## src/rtl/mm_pkg.sv

```systemverilog
// Shared constants and state encoding for the matrix-multiply memory sequencer.
package mm_pkg;
  localparam int MAX_N     = 16;
  localparam int ADDR_W    = 16;
  localparam int DATA_W    = 8;
  localparam int ACC_W     = 2 * DATA_W + $clog2(MAX_N);
  localparam int SAT_LIMIT = (1 << DATA_W) - 1;

  typedef enum logic [2:0] {
    IDLE,
    RD_A,
    RD_B,
    MAC,
    WR,
    FIN
  } state_e;
endpackage

```

## src/rtl/mm_mac.sv

```systemverilog
// Dot-product accumulator with clear/enable and a saturated DATA_W-wide result.
module mm_mac #(
  parameter int DATA_W  = mm_pkg::DATA_W,
  parameter int ACC_W   = mm_pkg::ACC_W,
  parameter int SAT_MAX = mm_pkg::SAT_LIMIT
) (
  input  logic              clk,
  input  logic              rst_n,
  input  logic              clr,
  input  logic              en,
  input  logic [DATA_W-1:0] a,
  input  logic [DATA_W-1:0] b,
  output logic [DATA_W-1:0] res,
  output logic              ovf
);
  import mm_pkg::*;

  logic [ACC_W-1:0] acc_q, acc_d;

  always_comb begin
    acc_d = acc_q;
    if (clr) begin
      acc_d = '0;
    end else if (en) begin
      acc_d = acc_q + ACC_W'(a) * ACC_W'(b);
    end
  end

  always_ff @(posedge clk or negedge rst_n) begin
    if (!rst_n) begin
      acc_q <= '0;
    end else begin
      acc_q <= acc_d;
    end
  end

  assign ovf = acc_q > ACC_W'(SAT_MAX);
  assign res = ovf ? DATA_W'(SAT_MAX) : acc_q[DATA_W-1:0];
endmodule

```

## src/rtl/matmul_mem_sequencer.sv

```systemverilog
// Fetch/MAC/write-back sequencer computing C = A x B over a byte-wide memory.
// state | meaning
// IDLE  | waiting for start; outputs quiet
// RD_A  | read A[i][k]
// RD_B  | read B[k][j]; capture A element returned by memory
// MAC   | accumulate a * B element returned by memory
// WR    | write saturated C[i][j], advance j then i
// FIN   | one-cycle done pulse
module matmul_mem_sequencer #(
  parameter int MAX_N  = mm_pkg::MAX_N,
  parameter int ADDR_W = mm_pkg::ADDR_W,
  parameter int DATA_W = mm_pkg::DATA_W
) (
  input  logic              clk,
  input  logic              rst_n,
  input  logic              start,
  input  logic [4:0]        n,
  input  logic [ADDR_W-1:0] base_a,
  input  logic [ADDR_W-1:0] base_b,
  input  logic [ADDR_W-1:0] base_c,
  output logic              busy,
  output logic              done,
  output logic              err,
  output logic              sat,
  output logic [ADDR_W-1:0] mem_address,
  output logic [DATA_W-1:0] mem_write_data,
  output logic              mem_memwrite,
  output logic              mem_memread,
  input  logic [DATA_W-1:0] mem_read_data
);
  import mm_pkg::*;

  localparam int ACC_W = 2 * DATA_W + $clog2(MAX_N);

  state_e            state_q, state_d;
  logic [4:0]        n_q, n_d, i_q, i_d, j_q, j_d, k_q, k_d;
  logic [ADDR_W-1:0] base_a_q, base_a_d, base_b_q, base_b_d, base_c_q, base_c_d;
  logic [DATA_W-1:0] a_q, a_d;
  logic              err_q, err_d, sat_q, sat_d;
  logic              mac_clr, mac_en, mac_ovf;
  logic [DATA_W-1:0] mac_res;
  logic [4:0]        last_idx;
  logic [ADDR_W-1:0] n_ext, i_ext, j_ext, k_ext;

  assign last_idx = n_q - 5'd1;
  assign n_ext    = ADDR_W'(n_q);
  assign i_ext    = ADDR_W'(i_q);
  assign j_ext    = ADDR_W'(j_q);
  assign k_ext    = ADDR_W'(k_q);

  mm_mac #(
    .DATA_W (DATA_W),
    .ACC_W  (ACC_W),
    .SAT_MAX((1 << DATA_W) - 1)
  ) u_mac (
    .clk  (clk),
    .rst_n(rst_n),
    .clr  (mac_clr),
    .en   (mac_en),
    .a    (a_q),
    .b    (mem_read_data),
    .res  (mac_res),
    .ovf  (mac_ovf)
  );

  always_comb begin
    state_d  = state_q;
    n_d      = n_q;
    i_d      = i_q;
    j_d      = j_q;
    k_d      = k_q;
    base_a_d = base_a_q;
    base_b_d = base_b_q;
    base_c_d = base_c_q;
    a_d      = a_q;
    err_d    = err_q;
    sat_d    = sat_q;
    mac_clr  = 1'b0;
    mac_en   = 1'b0;
    case (state_q)
      IDLE: begin
        if (start) begin
          n_d      = n;
          base_a_d = base_a;
          base_b_d = base_b;
          base_c_d = base_c;
          a_d      = '0;
          i_d      = '0;
          j_d      = '0;
          k_d      = '0;
          mac_clr  = 1'b1;
          sat_d    = 1'b0;
          err_d    = int'(n) > MAX_N;
          state_d  = (n == 5'd0 || int'(n) > MAX_N) ? FIN : RD_A;
        end
      end
      RD_A: state_d = RD_B;
      RD_B: begin
        a_d     = mem_read_data;
        state_d = MAC;
      end
      MAC: begin
        mac_en = 1'b1;
        if (k_q != last_idx) begin
          k_d     = k_q + 5'd1;
          state_d = RD_A;
        end else begin
          state_d = WR;
        end
      end
      WR: begin
        mac_clr = 1'b1;
        k_d     = '0;
        if (mac_ovf) sat_d = 1'b1;
        if (j_q == last_idx) begin
          j_d = '0;
          if (i_q == last_idx) begin
            state_d = FIN;
          end else begin
            i_d     = i_q + 5'd1;
            state_d = RD_A;
          end
        end else begin
          j_d     = j_q + 5'd1;
          state_d = RD_A;
        end
      end
      FIN:     state_d = IDLE;
      default: state_d = IDLE;
    endcase
  end

  always_ff @(posedge clk or negedge rst_n) begin
    if (!rst_n) begin
      state_q  <= IDLE;
      n_q      <= '0;
      i_q      <= '0;
      j_q      <= '0;
      k_q      <= '0;
      base_a_q <= '0;
      base_b_q <= '0;
      base_c_q <= '0;
      a_q      <= '0;
      err_q    <= 1'b0;
      sat_q    <= 1'b0;
    end else begin
      state_q  <= state_d;
      n_q      <= n_d;
      i_q      <= i_d;
      j_q      <= j_d;
      k_q      <= k_d;
      base_a_q <= base_a_d;
      base_b_q <= base_b_d;
      base_c_q <= base_c_d;
      a_q      <= a_d;
      err_q    <= err_d;
      sat_q    <= sat_d;
    end
  end

  // Outputs decode only registered state, so reset silences them immediately.
  always_comb begin
    busy           = (state_q == RD_A) || (state_q == RD_B) || (state_q == MAC) || (state_q == WR);
    done           = (state_q == FIN);
    mem_memread    = (state_q == RD_A) || (state_q == RD_B);
    mem_memwrite   = (state_q == WR);
    mem_write_data = (state_q == WR) ? mac_res : '0;
    case (state_q)
      RD_A:    mem_address = base_a_q + i_ext * n_ext + k_ext;
      RD_B:    mem_address = base_b_q + k_ext * n_ext + j_ext;
      WR:      mem_address = base_c_q + i_ext * n_ext + j_ext;
      default: mem_address = '0;
    endcase
  end

  assign err = err_q;
  assign sat = sat_q;
endmodule

```

## config.mk

```make
export PLATFORM = sky130hd
export DESIGN_NAME = matmul_mem_sequencer
export DESIGN_NICKNAME = d
export VERILOG_FILES = /design/src/rtl/mm_pkg.sv /design/src/rtl/mm_mac.sv /design/src/rtl/matmul_mem_sequencer.sv
export SDC_FILE = /design/constraint.sdc
export NUM_CORES = 1
export LEC_CHECK = 0
export ABC_CLOCK_PERIOD_IN_PS = 10900
export CORE_MARGIN = 2
export CORE_UTILIZATION = 50
export DETAILED_ROUTE_END_ITERATION = 10
export PLACE_DENSITY_LB_ADDON = 0.15
export RECOVER_POWER = 25
export SYNTH_ARGS = -nofsm -noshare
export SYNTH_HDL_FRONTEND = slang
export SYNTH_SLANG_ARGS = --single-unit
export TNS_END_PERCENT = 30
```

## constraint.sdc

```tcl
create_clock -name clk -period 10.9 [get_ports clk]
set_clock_uncertainty 0.05 [all_clocks]
set_input_delay 2.18 -clock clk [delete_from_list [all_inputs] [get_ports clk]]
set_output_delay 2.18 -clock clk [all_outputs]
set_load 0.005 [all_outputs]
```

==> results of run 1 <==
cell usage in the layout, fill, tap and decap left out, types with 5 or more instances in the layout:
cell             netlist  layout
a21o_1                19      19
a21oi_1               47      47
nor2_1                39      39
fa_1                  91      91
a211oi_1              12      12
inv_1                156     156
nand3_1               24      24
nand2b_1              11      11
nand2_1              274     273
nor2b_1               12      12
o21a_1                 7       7
nand4_1                6       6
o21ai_0               58      58
ha_1                 126     126
nor3_1                 7       7
mux2i_1                5       5
xnor2_1               36      36
a211o_1                5       5
o21bai_1               6       6
dfrtp_1              101     101
xor2_1                23      23
and2_1                52      51
clkbuf_16              0       9
or3_1                  7       7
clkdlybuf4s50_1        0      91
o21ai_1                9       9
a22oi_1               10      10
and3_1                 6       6
a31oi_1                6       6
logic make-up (layout without fill, tap and decap cells):
group,Yosys count,count (layout),synth area share
multiplexers,5,5,0.00461
flip-flops,101,101,0.233
AND/OR/NAND/NOR,462,462,0.196
XOR/XNOR,64,64,0.0574
AO/OA/AOI/OAI,210,210,0.122
adder cells (fa/ha/maj),218,218,0.314
buffers and inverters,210,271,0.0730
critical path: stages, from the launching register on:
cell	delay, ns
dfrtp_1	0.69
nand2_1	0.15
fa_1	0.51
fa_1	0.53
fa_1	0.55
inv_1	0.04
ha_1	0.32
a21oi_1	0.18
nor2_1	0.06
nor2_1	0.16
o21bai_1	0.09
a21oi_1	0.18
xnor2_1	0.19
ha_1	0.29
ha_1	0.38
nand2_1	0.14
a211oi_1	0.06
o41a_1	0.46
o311ai_1	0.29
xor2_1	0.18
nor2_1	0.05
a211o_1	0.27
clkdlybuf4s50_1	0.44
synthesized netlist by cell type (2+ instances only):
| cell | n |
|---|---|
| xor2_1 | 23 |
| inv_1 | 156 |
| o311ai_1 | 2 |
| ha_1 | 126 |
| buf_1 | 2 |
| nor3_1 | 7 |
| nor4_1 | 4 |
| nand2_1 | 274 |
| nand4_1 | 6 |
| o21ai_0 | 58 |
| a22oi_1 | 10 |
| a32oi_1 | 2 |
| nor2_1 | 39 |
| mux2i_1 | 5 |
| a21oi_1 | 47 |
| or3_1 | 7 |
| and4_1 | 3 |
| a211oi_1 | 12 |
| a311o_1 | 2 |
| nand3_1 | 24 |
| or4_1 | 2 |
| nand2b_1 | 11 |
| and3_1 | 6 |
| a41oi_1 | 2 |
| a31oi_1 | 6 |
| o21ai_1 | 9 |
| xnor3_1 | 4 |
| o21a_1 | 7 |
| clkbuf_1 | 48 |
| xnor2_1 | 36 |
| a211o_1 | 5 |
| buf_2 | 3 |
| a21o_1 | 19 |
| o31ai_1 | 4 |
| fa_1 | 91 |
| dfrtp_1 | 101 |
| and2_1 | 52 |
| nor3b_1 | 2 |
| nor2b_1 | 12 |
| o211ai_1 | 3 |
| o22ai_1 | 2 |
| o21bai_1 | 6 |
power by group through the flow:
stage	logic [W]	clock network, W	registers [W]
after floorplan	0.00186	0	0.000617
after global placement	0.00240	0	0.000732
after detailed placement	0.00243	0	0.000736
after CTS	0.00247	0.000380	0.000730
after global routing	0.00279	0.000393	0.000758
final	0.00244	0.000372	0.000731
metal layers:
layer / track usage / share of wire / up-vias
li1: - / - / 4270
met1: 0.329 / 0.45 / 4243
met2: 0.434 / 0.49 / 193
met3: 0.0301 / 0.043 / 28
met4: 0.0687 / 0.020 / 0
met5: 0 / 0 / -
final cells by class:
| class | count | area (sq um) |
|---|---|---|
| repair buffers | 98 | 955 |
| flip-flops and latches | 101 | 2530 |
| multi-input cells | 959 | 7530 |
| clock inverters | 5 | 82.6 |
| well taps | 275 | 344 |
| clock buffers | 11 | 253 |
| inverters | 157 | 589 |
| fillers | 1962 | 8870 |
state kept, by name, indices dropped and copies added (netlist names):
name         cells
k_q              5
a_q              8
j_q              5
u_mac.acc_q     20
sat              1
state_q          3
err              1
n_q              5
base_b_q        16
i_q              5
base_c_q        16
base_a_q        16
worst paths after layout:
check | endpoint | slack, ns | depth (start not counted)
worst max-delay path | mem_address[14] | 2.10 | 22
worst min-delay path | sat$_DFFE_PN0P_ | 0.43 | 1
worst max register to register | u_mac.acc_q[17]$_DFFE_PN0P_ | 5.90 | 7
worst min register to register | sat$_DFFE_PN0P_ | 0.43 | 1
max in group asynchronous | n_q[4]$_DFFE_PN0P_ | 4.32 | 2
min in group asynchronous | sat$_DFFE_PN0P_ | 2.70 | 1
per-stage QoR:
stage	cell area (sq um)	hold slack (ns)	instances
3_5_place_dp	12000	0.416	1590
3_3_place_gp	12000	0.410	1590
4_1_cts	12300	0.433	1606
2_1_floorplan	10800	0.402	1270
5_1_grt	12300	0.464	1606
6_report	12300	0.430	1606
==> impl_metrics.sql, run 1 <==
INSERT INTO impl_metrics (metric_group, metric, value, unit) VALUES
('floorplan', 'design.die.area', '22900', 'sq um'),
('sta', 'report.final.slew_viol_count', '156', ''),
('flow_run', 'max-cap-violations', '3', ''),
('clock_tree', 'clk_latency', '0.36', 'ns'),
('synthesis', 'yosys_warnings', '0', ''),
('status', 'status', 'finished, violations left', ''),
('power', 'report.power.total', '0.00355', 'W'),
('synthesis', 'synth.lib_cells_used.distinct', '72', ''),
('route', 'detail_route.drc_violations', '0', ''),
('layout', 'finish.utilization', '0.581', ''),
('synthesis', 'syn_area', '10800', 'sq um'),
('status', 'violations', 'max-capacitance violations, max-slew violations', ''),
('min_path', 'worst_hold_path_type', 'flip-flop to flip-flop', ''),
('sta', 'grt_setup_unrepaired', 'false', ''),
('worst_setup_path', 'worst_endpoint_data_arrival_time', '6.57', 'ns'),
('place', 'dpl_wire_length', '20900', 'um'),
('layout', 'synthToLayoutAreaGrowth', '13.2', '%'),
('synthesis', 'post-synth-top-area-cell', 'dfrtp_1', ''),
('layout', 'proportion_of_layout_cells_with_a_drive_suffix_above_1', '0.0263', ''),
('sta', 'worstMarginPinSlew', '2.92', 'ns'),
('sta', 'finalSetupViolations', '0', ''),
('synthesis', 'mean_instance_size_in_the_synthesized_netlist', '8.54', 'sq um'),
('sta', 'fmaxAchievable', '114', 'MHz'),
('clock_tree', 'number_of_instances_resized_during_post_cts_repair', '0', ''),
('place', 'placement.io_buffers', '93', ''),
('place', 'gp_congestion', '0.907', ''),
('power', 'seq_power_share', '0.206', ''),
('power', 'netSwitchingFraction', '0.490', ''),
('power', 'worst_vdd_rail_ir_drop', '0.130', 'mV'),
('min_path', 'holdCritStartpoint', 'sat$_DFFE_PN0P_', ''),
('route', 'drt_first_iter_violations', '460', ''),
('synthesis', 'synth_seq_cells', '101', ''),
('synthesis', 'postSynthNetCount', '1551', ''),
('floorplan', 'chipWidth', '151', 'um'),
('route', 'num_vias', '8734', ''),
('layout', 'num-nets-final', '1607', ''),
('global_routing', 'global_route_wire_length_before_repair', '44300', 'um'),
('sta', 'final_min_period_over_clock_period', '0.808', ''),
('floorplan', 'boundaryPins', '94', ''),
('route', 'via_density', '5.44', ''),
('worst_setup_path', 'worstPathMaxFanout', '16', ''),
('sta', 'relSlewSlack', '-0.949', ''),
('clock_tree', 'clock_tree.htree_level_count', '3', ''),
('floorplan', 'floorplan.core_area', '21200', 'sq um'),
('clock_tree', 'cts_made_buffers', '9', ''),
('worst_setup_path', 'timing.critical_path.required', '8.67', 'ns'),
('power', 'internal_power', '0.00181', 'W'),
('synthesis', 'synth.top_cells.by_area', 'dfrtp_1 23%, fa_1 17%, ha_1 15%, nand2_1 9.5%, inv_1 5.4%', ''),
('route', 'wire_per_inst', '16.7', 'um'),
('power', 'power_density', '289', 'nW/um^2'),
('global_routing', 'antenna_found_initial', '0', ''),
('worst_setup_path', 'cp-start-kind', 'flip-flop', ''),
('clock_tree', 'cts_tree', 'yes', ''),
('global_routing', 'first_global_vias', '8816', ''),
('clock_tree', 'clkSlewWorstSetupHoldPaths', '0.08', 'ns'),
('floorplan', 'floorplan.initialDensity', '0.513', ''),
('synthesis', 'postSynth.asyncResetShare', '1.00', ''),
('floorplan', 'num_rows', '53', ''),
('worst_setup_path', 'crit_end_category', 'output pin', ''),
('worst_setup_path', 'launching_instance_or_port_of_the_critical_path', 'n_q[3]$_DFFE_PN0P_', ''),
('floorplan', 'chipHeight', '151', 'um'),
('clock_tree', 'clock_sinks', '101', ''),
('worst_setup_path', 'timing_worst_setup_path_type', 'flip-flop to output pin', ''),
('synthesis', 'synthesis.instances', '1270', ''),
('layout', 'antennaDiodeCount', '0', ''),
('global_routing', 'maximum_number_of_pins_on_one_net_before_global_route_repair', '71', ''),
('sta', 'finalHoldViolCount', '0', ''),
('global_routing', 'gr-usage-all-layers', '0.250', ''),
('clock_tree', 'holdBufCountCts', '0', ''),
('power', 'combinationalPowerShare', '0.689', ''),
('clock_tree', 'clock-root-buffer', 'clkbuf_16', '');
(Power assumes the default switching activity.)
==> run 2, diff against run 1 <==
--- a/config.mk
+++ b/config.mk
@@ -5,7 +5,7 @@
 export SDC_FILE = /design/constraint.sdc
 export NUM_CORES = 1
 export LEC_CHECK = 0
-export ABC_CLOCK_PERIOD_IN_PS = 10900
+export ABC_CLOCK_PERIOD_IN_PS = 8850
 export CORE_MARGIN = 2
 export CORE_UTILIZATION = 50
 export DETAILED_ROUTE_END_ITERATION = 10
==> constraint.sdc (replaced) <==
create_clock -name clk -period 8.85 [get_ports clk]
set_clock_uncertainty 0.05 [all_clocks]
set_input_delay 1.77 -clock clk [delete_from_list [all_inputs] [get_ports clk]]
set_output_delay 1.77 -clock clk [all_outputs]
set_load 0.005 [all_outputs]
==> run 2 against run 1 <==
The run still ends with max-capacitance violations, max-slew violations left. Worst setup slack worse by 1.7 ns. Power is 21% higher. Utilization is 0.27 points lower. Final cell count stayed put. Sequential cell count stayed put.
==> impl_metrics.sql, run 2 (synthesized netlist as in run 1, its figures left out) <==
INSERT INTO impl_metrics (metric_group, metric, value, unit) VALUES
('worst_setup_path', 'cp-start-kind', 'flip-flop', ''),
('worst_setup_path', 'timing.critical_path.required', '7.03', 'ns'),
('worst_setup_path', 'launching_instance_or_port_of_the_critical_path', 'n_q[4]$_DFFE_PN0P_', ''),
('place', 'place_worst_setup_slack', '0.863', 'ns'),
('worst_setup_path', 'critPathTopFamily', 'adder cells', ''),
('power', 'seq_power_share', '0.209', ''),
('floorplan', 'design.die.area', '22900', 'sq um'),
('global_routing', 'gr-usage-all-layers', '0.249', ''),
('global_routing', 'antenna_found_initial', '0', ''),
('route', 'wire_per_inst', '16.7', 'um'),
('route', 'drt_first_iter_violations', '457', ''),
('route', 'final_antenna_net_count', '0', ''),
('clock_tree', 'postCtsSetupBuffers', '0', ''),
('layout', 'layout.cells.most_common', 'nand2_1', ''),
('worst_setup_path', 'reg2reg_setup_slack', '4.03', 'ns'),
('sta', 'finalSetupViolations', '0', ''),
('route', 'wl', '26800', 'um'),
('clock_tree', 'clock_tree.htree_level_count', '3', ''),
('floorplan', 'num_rows', '53', ''),
('worst_setup_path', 'worstPathMaxFanout', '16', ''),
('global_routing', 'maximum_number_of_pins_on_one_net_before_global_route_repair', '71', ''),
('floorplan', 'chipHeight', '151', 'um'),
('global_routing', 'grt-ovfl-total', '0', ''),
('floorplan', 'boundaryPins', '94', ''),
('status', 'violations', 'max-capacitance violations, max-slew violations', ''),
('layout', 'proportion_of_layout_cells_with_a_drive_suffix_above_1', '0.0263', ''),
('power', 'power_density', '352', 'nW/um^2'),
('clock_tree', 'clk_path_buf_depth', '2', ''),
('layout', 'synthToLayoutAreaGrowth', '12.7', '%'),
('clock_tree', 'cts_made_buffers', '9', ''),
('floorplan', 'floorplan.initialDensity', '0.513', ''),
('clock_tree', 'clkSlewWorstSetupHoldPaths', '0.08', 'ns'),
('layout', 'num-nets-final', '1607', ''),
('clock_tree', 'clock_sinks', '101', ''),
('layout', 'fin_area', '12200', 'sq um'),
('power', 'power.clock.fraction', '0.092', ''),
('global_routing', 'first_global_vias', '8803', ''),
('clock_tree', 'number_of_instances_resized_during_post_cts_repair', '0', ''),
('sta', 'worstMarginPinSlew', '2.88', 'ns'),
('layout', 'highest_count_cells_in_the_layout_ignoring_fill_and_taps', '273 x nand2_1, 156 x inv_1, 126 x ha_1, 101 x dfrtp_1, 92 x clkdlybuf4s50_1', ''),
('min_path', 'worst_hold_path_type', 'flip-flop to flip-flop', ''),
('power', 'worst_vdd_rail_ir_drop', '0.159', 'mV'),
('sta', 'report.final.slew_viol_count', '104', ''),
('power', 'leak_pwr', '6.30', 'nW'),
('power', 'combinationalPowerShare', '0.700', ''),
('sta', 'relSlewSlack', '-0.922', ''),
('layout', 'antennaDiodeCount', '0', ''),
('sta', 'grt_setup_unrepaired', 'false', ''),
('worst_setup_path', 'worst_endpoint_data_arrival_time', '6.62', 'ns'),
('route', 'num_vias', '8680', ''),
('sta', 'final_min_period_over_clock_period', '0.953', ''),
('worst_setup_path', 'cp_cell_sequence', 'nand2_1 > fa_1 > fa_1 > fa_1 > inv_1 > ha_1 > a21oi_1 > nor2_1 > nor2_1 > o21bai_1 > a21oi_1 > xnor2_1 > ha_1 > ha_1 > nand2_1 > a211oi_1 > o41a_1 > o311ai_1 > xor2_1 > nor2_1 > a211o_1 > clkdlybuf4s50_1', ''),
('place', 'placement.io_buffers', '93', ''),
('route', 'detail_route.drc_violations', '0', ''),
('clock_tree', 'cts_tree', 'yes', ''),
('layout', 'finish.utilization', '0.578', ''),
('sta', 'finalSetupTns', '0', 'ns'),
('layout', 'register_ranked_first_by_flip_flop_count', 'u_mac.acc_q', ''),
('min_path', 'holdCritStartpoint', 'sat$_DFFE_PN0P_', ''),
('sta', 'finalHoldViolCount', '0', ''),
('worst_setup_path', 'worst_path_largest_cell_delay', '0.68', 'ns'),
('worst_setup_path', 'timing_worst_setup_path_type', 'flip-flop to output pin', ''),
('worst_setup_path', 'crit-reg2reg-launch', 'a_q[2]$_DFFE_PN0P_', ''),
('route', 'firstDrtPassIters', '4', ''),
('floorplan', 'floorplan.core_area', '21200', 'sq um'),
('route', 'via_density', '5.40', ''),
('status', 'status', 'finished, violations left', ''),
('floorplan', 'chipWidth', '151', 'um'),
('clock_tree', 'holdBufCountCts', '0', ''),
('power', 'internal_power', '0.00216', 'W'),
('sta', 'crit_path_time_final', '8.44', 'ns'),
('place', 'dpl_wire_length', '21000', 'um'),
('flow_run', 'max-cap-violations', '2', ''),
('layout', 'largest_register_ff_count', '20', ''),
('place', 'dpl-instance-area', '12000', 'sq um'),
('global_routing', 'global_route_wire_length_before_repair', '44100', 'um'),
('clock_tree', 'clk_latency', '0.37', 'ns'),
('power', 'netSwitchingFraction', '0.499', ''),
('worst_setup_path', 'timing.critical_path.buf_inv', '2', ''),
('clock_tree', 'clock-root-buffer', 'clkbuf_16', ''),
('worst_setup_path', 'crit_end_category', 'output pin', ''),
('place', 'gp_congestion', '0.907', ''),
('power', 'switching_power', '0.00215', 'W'),
('sta', 'fmaxAchievable', '119', 'MHz'),
('sta', 'fin_ws', '0.415', 'ns'),
('worst_setup_path', 'critPathSlowestCell', 'dfrtp_1', '');
run 2: layout make-up:
class,instances,area (sq um)
Timing Repair Buffer,98,958
Tap cell,275,344
Clock inverter,7,56.3
Clock buffer,9,225
Sequential cell,101,2530
Multi-Input combinational cell,959,7520
Inverter,157,589
Fill cell,1982,8930
run 2: power by group through the flow:
stage                     clock (W)  sequential, W  combinational, W
after detailed placement          0       0.000903           0.00301
after CTS                  0.000404       0.000896           0.00304
final                      0.000395       0.000898           0.00301
after floorplan                   0       0.000760           0.00229
after global routing       0.000424       0.000930           0.00344
after global placement            0       0.000902           0.00296
run 2: final timing paths:
kind                                               end  cells past startpoint
setup / recovery                       mem_address[14]                     22
hold / removal                         sat$_DFFE_PN0P_                      1
setup reg to reg           u_mac.acc_q[14]$_DFFE_PN0P_                     14
hold reg to reg                        sat$_DFFE_PN0P_                      1
max in group asynchronous           n_q[1]$_DFFE_PN0P_                      2
min in group asynchronous              sat$_DFFE_PN0P_                      1
run 2: per-layer routing:
| metal | global-route usage | routed length [um] | vias up |
|---|---|---|---|
| li1 | - | - | 4264 |
| met1 | 0.331 | 12300 | 4199 |
| met2 | 0.425 | 12800 | 179 |
| met3 | 0.0253 | 983 | 38 |
| met4 | 0.0836 | 732 | 0 |
| met5 | 0 | 0 | - |
run 2: stage by stage:
stage | hold WS (ns) | instances | total power, W
CTS | 0.435 | 1606 | 0.00434
global route | 0.466 | 1606 | 0.00480
floorplan | 0.402 | 1270 | 0.00305
finish | 0.429 | 1606 | 0.00431
global placement | 0.410 | 1590 | 0.00386
detailed placement | 0.418 | 1590 | 0.00391
==> run 3, diff against run 2 <==
--- a/config.mk
+++ b/config.mk
@@ -9,8 +9,10 @@
 export CORE_MARGIN = 2
 export CORE_UTILIZATION = 50
 export DETAILED_ROUTE_END_ITERATION = 10
+export DONT_BUFFER_PORTS = 1
 export PLACE_DENSITY_LB_ADDON = 0.15
 export RECOVER_POWER = 25
+export REMOVE_ABC_BUFFERS = 1
 export SYNTH_ARGS = -nofsm -noshare
 export SYNTH_HDL_FRONTEND = slang
 export SYNTH_SLANG_ARGS = --single-unit
==> run 3 against run 2 <==
The flow now finishes without violations. Sequential share of layout area rose by 1.7 points. Clock power decreased by 3%. Combinational power is 6.6% lower. Count of clock-buffer cells in the layout up 1. Register-to-register slack got worse by 0.03 ns. First-iteration DRC count is 16% lower. Critical path depth shrank 1. Maximum frequency grew 7.0%. Global-route usage down 1.3 points. Die area did not move. Hold slack better by 0.0042 ns. Critical path type unchanged. Highest routed layer unchanged.
==> impl_metrics.sql, run 3 (synthesized netlist as in run 1, its figures left out) <==
INSERT INTO impl_metrics (metric_group, metric, value, unit) VALUES
('global_routing', 'global_route_wire_length_before_repair', '41900', 'um'),
('layout', 'num-nets-final', '1516', ''),
('sta', 'finalHoldViolCount', '0', ''),
('place', 'dpl_wire_length', '20200', 'um'),
('layout', 'largest_register_ff_count', '20', ''),
('layout', 'synthToLayoutAreaGrowth', '4.33', '%'),
('global_routing', 'gr-usage-all-layers', '0.235', ''),
('global_routing', 'grt_util_met2', '0.416', ''),
('route', 'wl', '25600', 'um'),
('place', 'place_worst_setup_slack', '1.34', 'ns'),
('layout', 'proportion_of_layout_cells_with_a_drive_suffix_above_1', '0.0307', ''),
('clock_tree', 'postCtsSetupBuffers', '0', ''),
('power', 'report.power.total', '0.00409', 'W'),
('worst_setup_path', 'timing_worst_setup_path_type', 'flip-flop to output pin', ''),
('worst_setup_path', 'crit_end_category', 'output pin', ''),
('floorplan', 'chipHeight', '151', 'um'),
('worst_setup_path', 'critPathTopFamily', 'adder cells', ''),
('global_routing', 'use_met3', '0.0455', ''),
('clock_tree', 'clock-root-buffer', 'clkbuf_16', ''),
('min_path', 'holdCritStartpoint', 'base_c_q[10]$_DFFE_PN0P_', ''),
('floorplan', 'num_rows', '53', ''),
('worst_setup_path', 'worst_endpoint_data_arrival_time', '6.07', 'ns'),
('floorplan', 'floorplan.core_area', '21200', 'sq um'),
('worst_setup_path', 'timing.critical_path.buf_inv', '1', ''),
('sta', 'fmaxAchievable', '127', 'MHz'),
('layout', 'antennaDiodeCount', '0', ''),
('global_routing', 'first_global_vias', '8291', ''),
('clock_tree', 'cts_made_buffers', '9', ''),
('worst_setup_path', 'crit-reg2reg-launch', 'a_q[3]$_DFFE_PN0P_', ''),
('place', 'placement.io_buffers', '0', ''),
('worst_setup_path', 'critPathSlowestCell', 'dfrtp_1', ''),
('floorplan', 'boundaryPins', '94', ''),
('global_routing', 'grt-ovfl-total', '0', ''),
('route', 'num_vias', '8248', ''),
('floorplan', 'design.die.area', '22900', 'sq um'),
('clock_tree', 'clock_sinks', '101', ''),
('worst_setup_path', 'launching_instance_or_port_of_the_critical_path', 'n_q[3]$_DFFE_PN0P_', ''),
('clock_tree', 'clkSlewWorstSetupHoldPaths', '0.07', 'ns'),
('sta', 'finalSetupTns', '0', 'ns'),
('global_routing', 'groute.layer.met1.usage', '0.297', ''),
('sta', 'fin_ws', '0.965', 'ns'),
('power', 'leak_pwr', '5.95', 'nW'),
('clock_tree', 'clock_tree.htree_level_count', '3', ''),
('route', 'detail_route.drc_violations', '0', ''),
('worst_setup_path', 'worstPathMaxFanout', '16', ''),
('clock_tree', 'clk_path_buf_depth', '2', ''),
('floorplan', 'chipWidth', '151', 'um'),
('place', 'gp_congestion', '0.867', ''),
('sta', 'crit_path_time_final', '7.89', 'ns'),
('clock_tree', 'clk_latency', '0.37', 'ns'),
('route', 'drt_first_iter_violations', '384', ''),
('layout', 'register_ranked_first_by_flip_flop_count', 'u_mac.acc_q', ''),
('global_routing', 'antenna_found_initial', '0', ''),
('sta', 'worstMarginPinSlew', '1.01', 'ns'),
('global_routing', 'maximum_number_of_pins_on_one_net_before_global_route_repair', '102', ''),
('route', 'via_density', '5.45', ''),
('floorplan', 'floorplan.initialDensity', '0.513', ''),
('worst_setup_path', 'worst_path_largest_cell_delay', '0.67', 'ns'),
('sta', 'final_min_period_over_clock_period', '0.891', ''),
('flow_run', 'max-cap-violations', '0', ''),
('sta', 'relSlewSlack', '0.323', ''),
('status', 'status', 'finished, final reports clean', ''),
('worst_setup_path', 'timing.critical_path.required', '7.03', 'ns'),
('power', 'power_density', '361', 'nW/um^2'),
('route', 'final_antenna_net_count', '0', ''),
('global_routing', 'grt_busiest_layer', 'met2', ''),
('sta', 'finalSetupViolations', '0', ''),
('clock_tree', 'holdBufCountCts', '0', ''),
('worst_setup_path', 'cp-start-kind', 'flip-flop', ''),
('worst_setup_path', 'cp_cell_sequence', 'nand2_1 > fa_1 > fa_1 > fa_1 > inv_1 > ha_1 > a21oi_1 > nor2_1 > nor2_1 > o21bai_1 > a21oi_1 > xnor2_1 > ha_1 > ha_1 > nand2_1 > a211oi_1 > o41a_1 > o311ai_1 > xor2_1 > nor2_1 > a211o_1', ''),
('clock_tree', 'cts_tree', 'yes', ''),
('route', 'firstDrtPassIters', '5', ''),
('power', 'worst_vdd_rail_ir_drop', '0.245', 'mV'),
('clock_tree', 'number_of_instances_resized_during_post_cts_repair', '0', ''),
('sta', 'report.final.slew_viol_count', '0', ''),
('min_path', 'worst_hold_path_type', 'flip-flop to flip-flop', ''),
('layout', 'layout.cells.most_common', 'nand2_1', ''),
('route', 'wire_per_inst', '16.9', 'um'),
('sta', 'grt_setup_unrepaired', 'false', ''),
('layout', 'highest_count_cells_in_the_layout_ignoring_fill_and_taps', '273 x nand2_1, 156 x inv_1, 126 x ha_1, 101 x dfrtp_1, 91 x fa_1', '');
## run 3: worst register-to-register path, delay by kind of cell (launching register included)
family          cells  cell delay, ns
compound gates      6            1.33
xor+xnor            1            0.19
fa+ha+maj           5            2.40
buf+inv             1            0.05
flops               1            0.57
simple gates        1            0.13
## run 3: final cells by class
type / instances / area, sq um
inverter: 157 / 589
fill: 2021 / 9840
clock buffer: 10 / 229
multi-input combinational: 959 / 7540
sequential: 101 / 2530
tap: 275 / 344
clock inverter: 5 / 37.5
timing repair buffer: 7 / 52.6
## run 3: metrics by stage
stage | util | hold slack, ns | cells | instance area [sq um]
finish | 0.535 | 0.434 | 1514 | 11300
detailed placement | 0.522 | 0.422 | 1499 | 11000
global placement | 0.522 | 0.423 | 1499 | 11000
CTS | 0.535 | 0.444 | 1514 | 11300
floorplan | - | 0.402 | 1217 | 10600
global route | 0.535 | 0.468 | 1514 | 11300
## run 3: routing by layer
| metal | vias up | routed length (um) |
|---|---|---|
| met2 | 134 | 12800 |
| met5 | - | 0 |
| li1 | 4081 | - |
| met1 | 4009 | 11200 |
| met4 | 0 | 339 |
| met3 | 24 | 1340 |
## run 3: path summary, 6_finish.rpt
kind	endpoint	slack, ns	cells past startpoint
max	mem_address[14]	0.96	21
min reg2reg	base_c_q[10]$_DFFE_PN0P_	0.43	2
max reg2reg	u_mac.acc_q[14]$_DFFE_PN0P_	4.00	14
max in group asynchronous	u_mac.acc_q[7]$_DFFE_PN0P_	7.44	0
min	base_c_q[10]$_DFFE_PN0P_	0.43	2
min in group asynchronous	a_q[5]$_DFFE_PN0P_	1.04	0
## run 3: power breakdown
part	switching [W]	leakage [nW]	total (W)	internal [W]
sequential	0.000244	1.30	0.000889	0.000645
combinational	0.00165	4.53	0.00281	0.00117
clock	0.000193	0.125	0.000383	0.000191
